File: config.mk
export PLATFORM = sky130hd
export DESIGN_NAME = pc_unit
export DESIGN_NICKNAME = d
export VERILOG_FILES = /design/src/rtl/pc_unit.sv
export SDC_FILE = /design/constraint.sdc
export NUM_CORES = 1
export LEC_CHECK = 0
export BUFFER_PORTS_ARGS = -buffer_cell sky130_fd_sc_hd__buf_4
export CELL_PAD_IN_SITES_DETAIL_PLACEMENT = 1
export CELL_PAD_IN_SITES_GLOBAL_PLACEMENT = 1
export CORE_MARGIN = 2
export CORE_UTILIZATION = 51
export DETAILED_ROUTE_END_ITERATION = 10
export PLACE_DENSITY_LB_ADDON = 0.1
export SLEW_MARGIN = 20
export SYNTH_ARGS = -nofsm -noshare
export SYNTH_HDL_FRONTEND = slang
export SYNTH_SLANG_ARGS = --single-unit
File: constraint.sdc
create_clock -name clk -period 3.75 [get_ports clk]
set_input_delay 0.375 -clock clk [delete_from_list [all_inputs] [get_ports clk]]
set_output_delay 0.375 -clock clk [all_outputs]
set_load 0.02 [all_outputs]
File: src/rtl/pc_unit.sv
// pc_unit: program counter with INIT/RUN/FAULT control, fetch handshake and circular return-address stack.
module pc_unit #(
  parameter int XLEN = 32,
  parameter logic [XLEN-1:0] RESET_VECTOR = '0,
  parameter int ALIGN_BITS = 2,
  parameter int RAS_DEPTH = 4
) (
  input  logic            clk,
  input  logic            reset_n,
  input  logic            enable_n,
  input  logic            redirect_valid,
  input  logic [1:0]      redirect_kind,
  input  logic [XLEN-1:0] redirect_target,
  input  logic [XLEN-1:0] trap_vector,
  input  logic            fetch_ready,
  output logic            fetch_valid,
  output logic [XLEN-1:0] address,
  output logic            misaligned,
  output logic            ras_empty,
  output logic            ras_full
);
  localparam int PW = $clog2(RAS_DEPTH);
  localparam int CW = $clog2(RAS_DEPTH + 1);
  localparam logic [XLEN-1:0] STEP = XLEN'(1) << ALIGN_BITS;
  localparam logic [XLEN-1:0] MASK = STEP - XLEN'(1);

  typedef enum logic [1:0] {INIT, RUN, FAULT} state_t;

  state_t state, state_n;
  logic [XLEN-1:0] ras [RAS_DEPTH];
  logic [XLEN-1:0] address_n, seq, tgt;
  logic [PW-1:0] ptr, ptr_inc, ptr_dec;
  logic [CW-1:0] count;
  logic mis_n, active, trap, push, pop;

  assign active = !enable_n;
  assign trap = redirect_valid && redirect_kind == 2'b11;
  assign seq = address + STEP;
  assign ptr_inc = ptr == PW'(RAS_DEPTH - 1) ? '0 : ptr + PW'(1);
  assign ptr_dec = ptr == '0 ? PW'(RAS_DEPTH - 1) : ptr - PW'(1);
  assign tgt = (redirect_kind == 2'b10 && !ras_empty) ? ras[ptr_dec] : redirect_target;
  assign push = active && state == RUN && redirect_valid && redirect_kind == 2'b01;
  assign pop = active && state == RUN && redirect_valid && redirect_kind == 2'b10 && !ras_empty;
  assign ras_empty = count == '0;
  assign ras_full = count == CW'(RAS_DEPTH);
  assign fetch_valid = state == RUN;

  always_comb begin
    state_n = state;
    address_n = address;
    mis_n = misaligned;
    if (active) begin
      if (trap) begin
        address_n = trap_vector & ~MASK;
        mis_n = 1'b0;
        state_n = RUN;
      end else if (state == INIT) begin
        state_n = RUN;
      end else if (state == RUN) begin
        if (redirect_valid) begin
          address_n = tgt;
          mis_n = |(tgt & MASK);
          state_n = |(tgt & MASK) ? FAULT : RUN;
        end else if (fetch_ready) begin
          address_n = seq;
        end
      end
    end
  end

  always_ff @(posedge clk or negedge reset_n) begin
    if (!reset_n) begin
      state <= INIT;
      address <= RESET_VECTOR;
      misaligned <= 1'b0;
      ptr <= '0;
      count <= '0;
    end else begin
      state <= state_n;
      address <= address_n;
      misaligned <= mis_n;
      ptr <= push ? ptr_inc : pop ? ptr_dec : ptr;
      count <= push ? (ras_full ? count : count + CW'(1)) : pop ? count - CW'(1) : count;
    end
  end

  // On overflow ptr has wrapped onto the oldest slot, so the push overwrites it.
  always_ff @(posedge clk) begin
    if (push) ras[ptr] <= seq;
  end
endmodule

==> impl_metrics.yaml, run 1 <==
status:
  status: "finished clean"
worst_hold_path:
  min_to: "address[1]"
  min_path_type: "input port to register"
  min_from: "redirect_target[1]"
  whs_path_depth: 3
timing:
  finalCritPeriodShare_pct: 68.5
  finalMaxSlewViolations: 0
  setup_viol: 0
  hold_violations: 0
  fmax_mhz: 389
  finalSetupTns_ps: 0
  timing.final.crit_period_ps: 2570
  worst_pin_slew_ps: 982
  rsz0062_at_grt: "no"
  slew_headroom_pct: 34.2
  whs_ps: 202
  fin_skew_ps: 9.08
global_routing:
  gr-max-usage-layer: "met2"
  globalRouteMet2Util_pct: 49.5
  grt_max_degree: 41
  grt_pass1_vias: 6177
  grt.total_usage_pct: 29.5
  grt.overflow.total: 0
  met1_usage_pct: 38.3
  grt_pass1_wl_um: 35800
  antenna_found_initial: 0
  grt_use_met3_pct: 6.36
clock_network:
  clkTransAtPathRegs_ps: 70
  h-tree-depth: 4
  cts.repair.resized: 0
  cts_made_buffers: 17
  clock-sinks: 168
  cts_max_path_buffers: 2
  cts_tree: "yes"
  clockRootBuffer: "clkbuf_16"
  insertion_delay_ps: 430
floorplan:
  die_area_um2: 16600
  fp.coreArea_um2: 15200
  dieHeight_um: 129
  io_pins: 107
  die_w_um: 129
  start_util_pct: 52.3
  rows: 45
drt:
  ant_nets: 0
  routed_wl_um: 23300
  drtIter0Drc: 482
  vias: 5825
  viasPerCell: 6.44
  dr.pass1.iters: 5
  wl_per_cell_um: 25.8
  drcViolationCount: 0
power_and_ir_drop:
  vdd_drop_max_v: 0.000425
  switching_share_pct: 36.5
  p_total_mw: 7.33
  p_comb_share_pct: 37.8
  leakage_nw: 3.55
  clkPwrFrac_pct: 23.8
  p_seq_share_pct: 38.4
  p_sw_mw: 2.67
  p_per_area_nw_per_um2: 761
  internal_power_mw: 4.66
place:
  dpl_cell_area_um2: 9040
  port_buffers: 104
  dp_hpwl_um: 15200
  gp_congestion: 0.816
synthesis:
  synthFlopType: "edfxtp_1"
  synth_area_leaders: "edfxtp_1 (48%), dfrtp_1 (13%), mux4_2 (9.1%)"
  synth.largest_area_cell: "edfxtp_1"
  yosysSeqAreaShare_pct: 60.9
  synthTopCellsByCount: "edfxtp_1 (128), nand2_1 (47), dfrtp_1 (40)"
  synth_top_area_share_pct: 48.3
  ys_types: 66
  synth.avg_cell_area_um2: 13.5
  synth_edf_count: 128
  netlist_area_um2: 7960
  synthCells: 590
  synth_nets: 667
  ys_warn_count: 0
  ys_ff_latch: 168
  synthArstFlopShare_pct: 23.8
  yosysMostFrequentCell: "edfxtp_1"
final_layout:
  design_area_um2: 9630
  drive_gt1_share_pct: 29.1
  areaGrowthSynthToFinish_pct: 21.0
  finalNetCount: 780
  diodes: 0
critical_path:
  end_kind: "register"
  regToRegStartpoint: "ptr[0]"
  r2r-end: "address[16]"
  required_ps: 4070
  cp.arrival_ps: 2890
  crit_path_max_incr_delay_ps: 520
  worstPathCellList: "inv_1 > ha_1 > nor2b_4 > buf_12 > mux4_2 > a211oi_1 > a21oi_1 > o21a_1"
  reg2reg_depth: 8
  crit_slowest_cell: "mux4_2"
  rrSetupSlack_ps: 1180
  worst_setup_path_start_kind: "register"
  worstSetupPathType: "register to register"
  crit_fanout: 22
flow_run:
  cap_violations: 0
==> timing repair <==
action	CTS	global route
endpoints found under the hold margin	40	0
setup buffers	0	0
hold buffers	1	0
==> power by group through the flow <==
| stage | clock network, mW | registers (mW) | logic [mW] |
|---|---|---|---|
| floorplan | 0 | 2.88 | 1.69 |
| global placement | 0 | 2.81 | 2.65 |
| detailed placement | 0 | 2.84 | 2.75 |
| CTS | 1.77 | 2.80 | 2.78 |
| global route | 1.83 | 2.84 | 3.00 |
| finish | 1.75 | 2.81 | 2.77 |
==> cell families after synthesis <==
kind of cell    synth area share, %
flops                          60.9
simple gates                   9.94
xor+xnor                       3.30
fa+ha+maj                     0.944
compound gates                 10.3
buf+inv                        2.86
mux                            11.8
==> through the flow <==
stage / worst slack, ps / utilization (%) / instances
floorplan: 1280 / - / 590
global placement: 1160 / 59.5 / 871
detailed placement: 1090 / 59.5 / 871
CTS: 1150 / 63.3 / 904
global route: 983 / 63.3 / 904
finish: 1180 / 63.3 / 904
==> how the worst max path moves through the flow <==
stage / startpoint / end / slack (ps)
after floorplan: state[1] / ras[3][0] / 1280
after global placement: redirect_valid / address[24] / 1160
after detailed placement: redirect_valid / address[24] / 1090
after CTS: ptr[0] / address[16] / 1150
after global routing: ptr[0] / address[16] / 980
final: ptr[0] / address[16] / 1180
==> state kept, by name, summed over array words and instances, names as in the netlist <==
name / count
ras: 128
ptr: 2
count: 3
address: 32
misaligned: 1
state: 2
==> area by class of cell <==
class                      instances  area [um2]
clock inverter                    12         143
clock buffer                      20         437
inverter                          17        63.8
multi-input combinational        367        2900
sequential                       168        4840
timing repair buffer             132        1010
fill                            1455        5570
tap                              188         235
==> routing by layer <==
| metal | share of wire (%) | wire, um | up-vias |
|---|---|---|---|
| met3 | 6.4 | 1500 | 50 |
| met1 | 41 | 9540 | 3010 |
| li1 | - | - | 2514 |
| met4 | 2.3 | 544 | 0 |
| met2 | 50 | 11800 | 251 |
| met5 | 0 | 0 | - |
==> cells in the final DEF, fill, tap and decap left out, drive strengths merged, types with 3 or more instances in the layout <==
master / instances
nor3: 18
inv: 21
a221oi: 9
mux2i: 17
a31o: 3
o32ai: 4
a211oi: 4
dfrtp: 40
nand3: 15
a32oi: 5
xor2: 7
mux2: 4
buf: 131
clkinvlp: 4
a21oi: 28
a31oi: 6
or3: 7
edfxtp: 128
and2: 5
nand2: 47
xnor2: 23
and4: 6
o22ai: 6
mux4: 32
o21ai: 18
nand4: 10
nor2: 39
o211ai: 3
and3: 3
nand2b: 3
clkbuf: 20
ha: 6
==> critical path: cells and delay by family (launching register included) <==
kind,cells,cell delay (ps)
multiplexers,1,520
AO/OA/AOI/OAI,3,700
buffers and inverters,2,360
flip-flops,1,430
AND/OR/NAND/NOR,1,170
adder cells (fa/ha/maj),1,270
Note: power is estimated with default switching activity, not from simulation.
==> run 2, diff against run 1 <==
CORE_UTILIZATION = 43   (was 51)
clock period = 2.33 ns   (was 3.75 ns; I/O delays follow)
==> run 2 against run 1 <==
Compared with the run above: worst hold slack worse by 140 ps; clock skew hardly changed; largest power group is now combinational logic; the run now ends with design-rule violations left; critical path depth increased by 1.
==> impl_metrics.yaml, run 2 (synthesized netlist as in run 1, its figures left out) <==
final_layout:
  finalNetCount: 823
  final_common_cell: "buf_4"
  drive_gt1_share_pct: 35.2
  largest_register: "ras"
  finalNonFillerCells: 988
  final_cell_mix: "buf_4 (169), edfxtp_1 (128), nand2_1 (47), dfrtp_1 (40), nor2_1 (38)"
  diodes: 0
  areaGrowthSynthToFinish_pct: 27.1
  largest_register_ffs: 128
  reg.largest.list: "ras (128), address (32), count (3)"
floorplan:
  rows: 49
  start_util_pct: 44.0
  dieHeight_um: 140
  die_area_um2: 19600
  die_w_um: 140
  io_pins: 107
  fp.coreArea_um2: 18100
global_routing:
  grt_pass1_vias: 6395
  grt_pass1_wl_um: 38000
  grt.overflow.total: 0
  antenna_found_initial: 0
  grt_max_degree: 41
  grt.total_usage_pct: 26.1
drt:
  routed-wl-met2_um: 12500
  drtIter0Drc: 479
  dr.pass1.iters: 8
  routed.top_layer: "met4"
  viasPerCell: 6.03
  drcViolationCount: 8
  routed_wl_um: 24900
  vias: 5953
  wl_met3_um: 1350
  wl_met1_um: 10600
  wl_per_cell_um: 25.2
  ant_nets: 0
critical_path:
  crit_path_max_incr_delay_ps: 480
  rrSetupSlack_ps: 90
  cp.arrival_ps: 2550
  worstSetupPathType: "register to register"
  timing.critical_path.mode_cell: "buf_12"
  r2r-end: "address[8]"
  worstPathCellList: "inv_2 > ha_4 > nor2b_4 > buf_12 > buf_12 > mux4_2 > mux2_2 > mux2i_1 > o22ai_1"
  required_ps: 2640
  worst_setup_path_start_kind: "register"
  reg2reg_depth: 9
  crit_slowest_cell: "mux4_2"
  regToRegStartpoint: "ptr[1]"
  crit_fanout: 6
  end_kind: "register"
clock_network:
  cts_tree: "yes"
  cts_max_path_buffers: 2
  h-tree-depth: 4
  insertion_delay_ps: 440
  cts_made_buffers: 17
  clkTransAtPathRegs_ps: 70
  clock-sinks: 168
  clockRootBuffer: "clkbuf_16"
power_and_ir_drop:
  p_total_mw: 12.5
  vdd_drop_max_v: 0.000613
  leakage_nw: 3.79
  p_per_area_nw_per_um2: 1240
timing:
  worst_pin_slew_ps: 664
  whs_ps: 58.8
  hold_violations: 0
  setup_viol: 0
  slew_headroom_pct: 55.7
  fmax_mhz: 447
  rsz0062_at_grt: "yes"
  timing.final.crit_period_ps: 2240
  finalMaxSlewViolations: 0
  finalCritPeriodShare_pct: 96.0
  fin_skew_ps: 9.06
status:
  status: "finished with violations"
  violations: "design-rule violations"
worst_hold_path:
  whs_path_depth: 3
  min_to: "address[1]"
  min_path_type: "input port to register"
  min_from: "redirect_target[1]"
place:
  gp_congestion: 0.787
  dp.cells: 948
  dp_hpwl_um: 16900
  port_buffers: 104
flow_run:
  cap_violations: 0
-- run 2: final cells by class --
class,instances,area (um2)
fillers,1808,7980
clock buffers,17,425
clock inverters,15,143
well taps,229,287
flip-flops and latches,168,4840
multi-input cells,367,2980
inverters,17,63.8
repair buffers,175,1370
-- run 2: where the power goes --
part	internal (mW)	switching [mW]
combinational	2.50	2.85
sequential	3.92	0.466
clock	1.49	1.27
-- run 2: critical path: cells and delay by family (launching register included) --
| kind | cells | cell delay [ps] |
|---|---|---|
| compound gates | 1 | 100 |
| fa+ha+maj | 1 | 170 |
| mux | 3 | 900 |
| flops | 1 | 370 |
| simple gates | 1 | 220 |
| buf+inv | 3 | 340 |
-- run 2: stage by stage --
stage          cell area, um2  setup slack (ps)  setup TNS (ps)  utilization [%]
6_report                10100              93.8               0             55.9
5_1_grt                 10100             -38.8           -38.8             55.9
4_1_cts                 10000              32.1               0             55.5
3_5_place_dp             9390             -84.1            -173             51.9
3_3_place_gp             9390              29.7               0             51.9
2_1_floorplan            7960              42.1               0                -
-- run 2: metal layers --
metal  up-vias  GRT usage (%)
met4         0           8.56
met1      3062           34.8
met5         -              0
met3        36           4.27
li1       2606              -
met2       249           44.0
-- run 2: what timing repair did --
action,4_1_cts,5_1_grt
gates resized for setup,5,10
cloned,0,0
pin swaps,0,1
buffers inserted,5,2
setup endpoints to repair,3,16
hold endpoints to repair,40,0
hold buffers,1,0
-- run 2: worst max path at each step --
stage / from / to / slack [ps] / cells past startpoint
finish: ptr[1] / address[8] / 90 / 9
global route: ptr[1] / address[8] / -40 / 9
CTS: ptr[1] / address[8] / 30 / 9
detailed placement: ptr[1] / address[16] / -80 / 9
global placement: ptr[0] / address[16] / 30 / 9
floorplan: ptr[0] / address[16] / 40 / 9
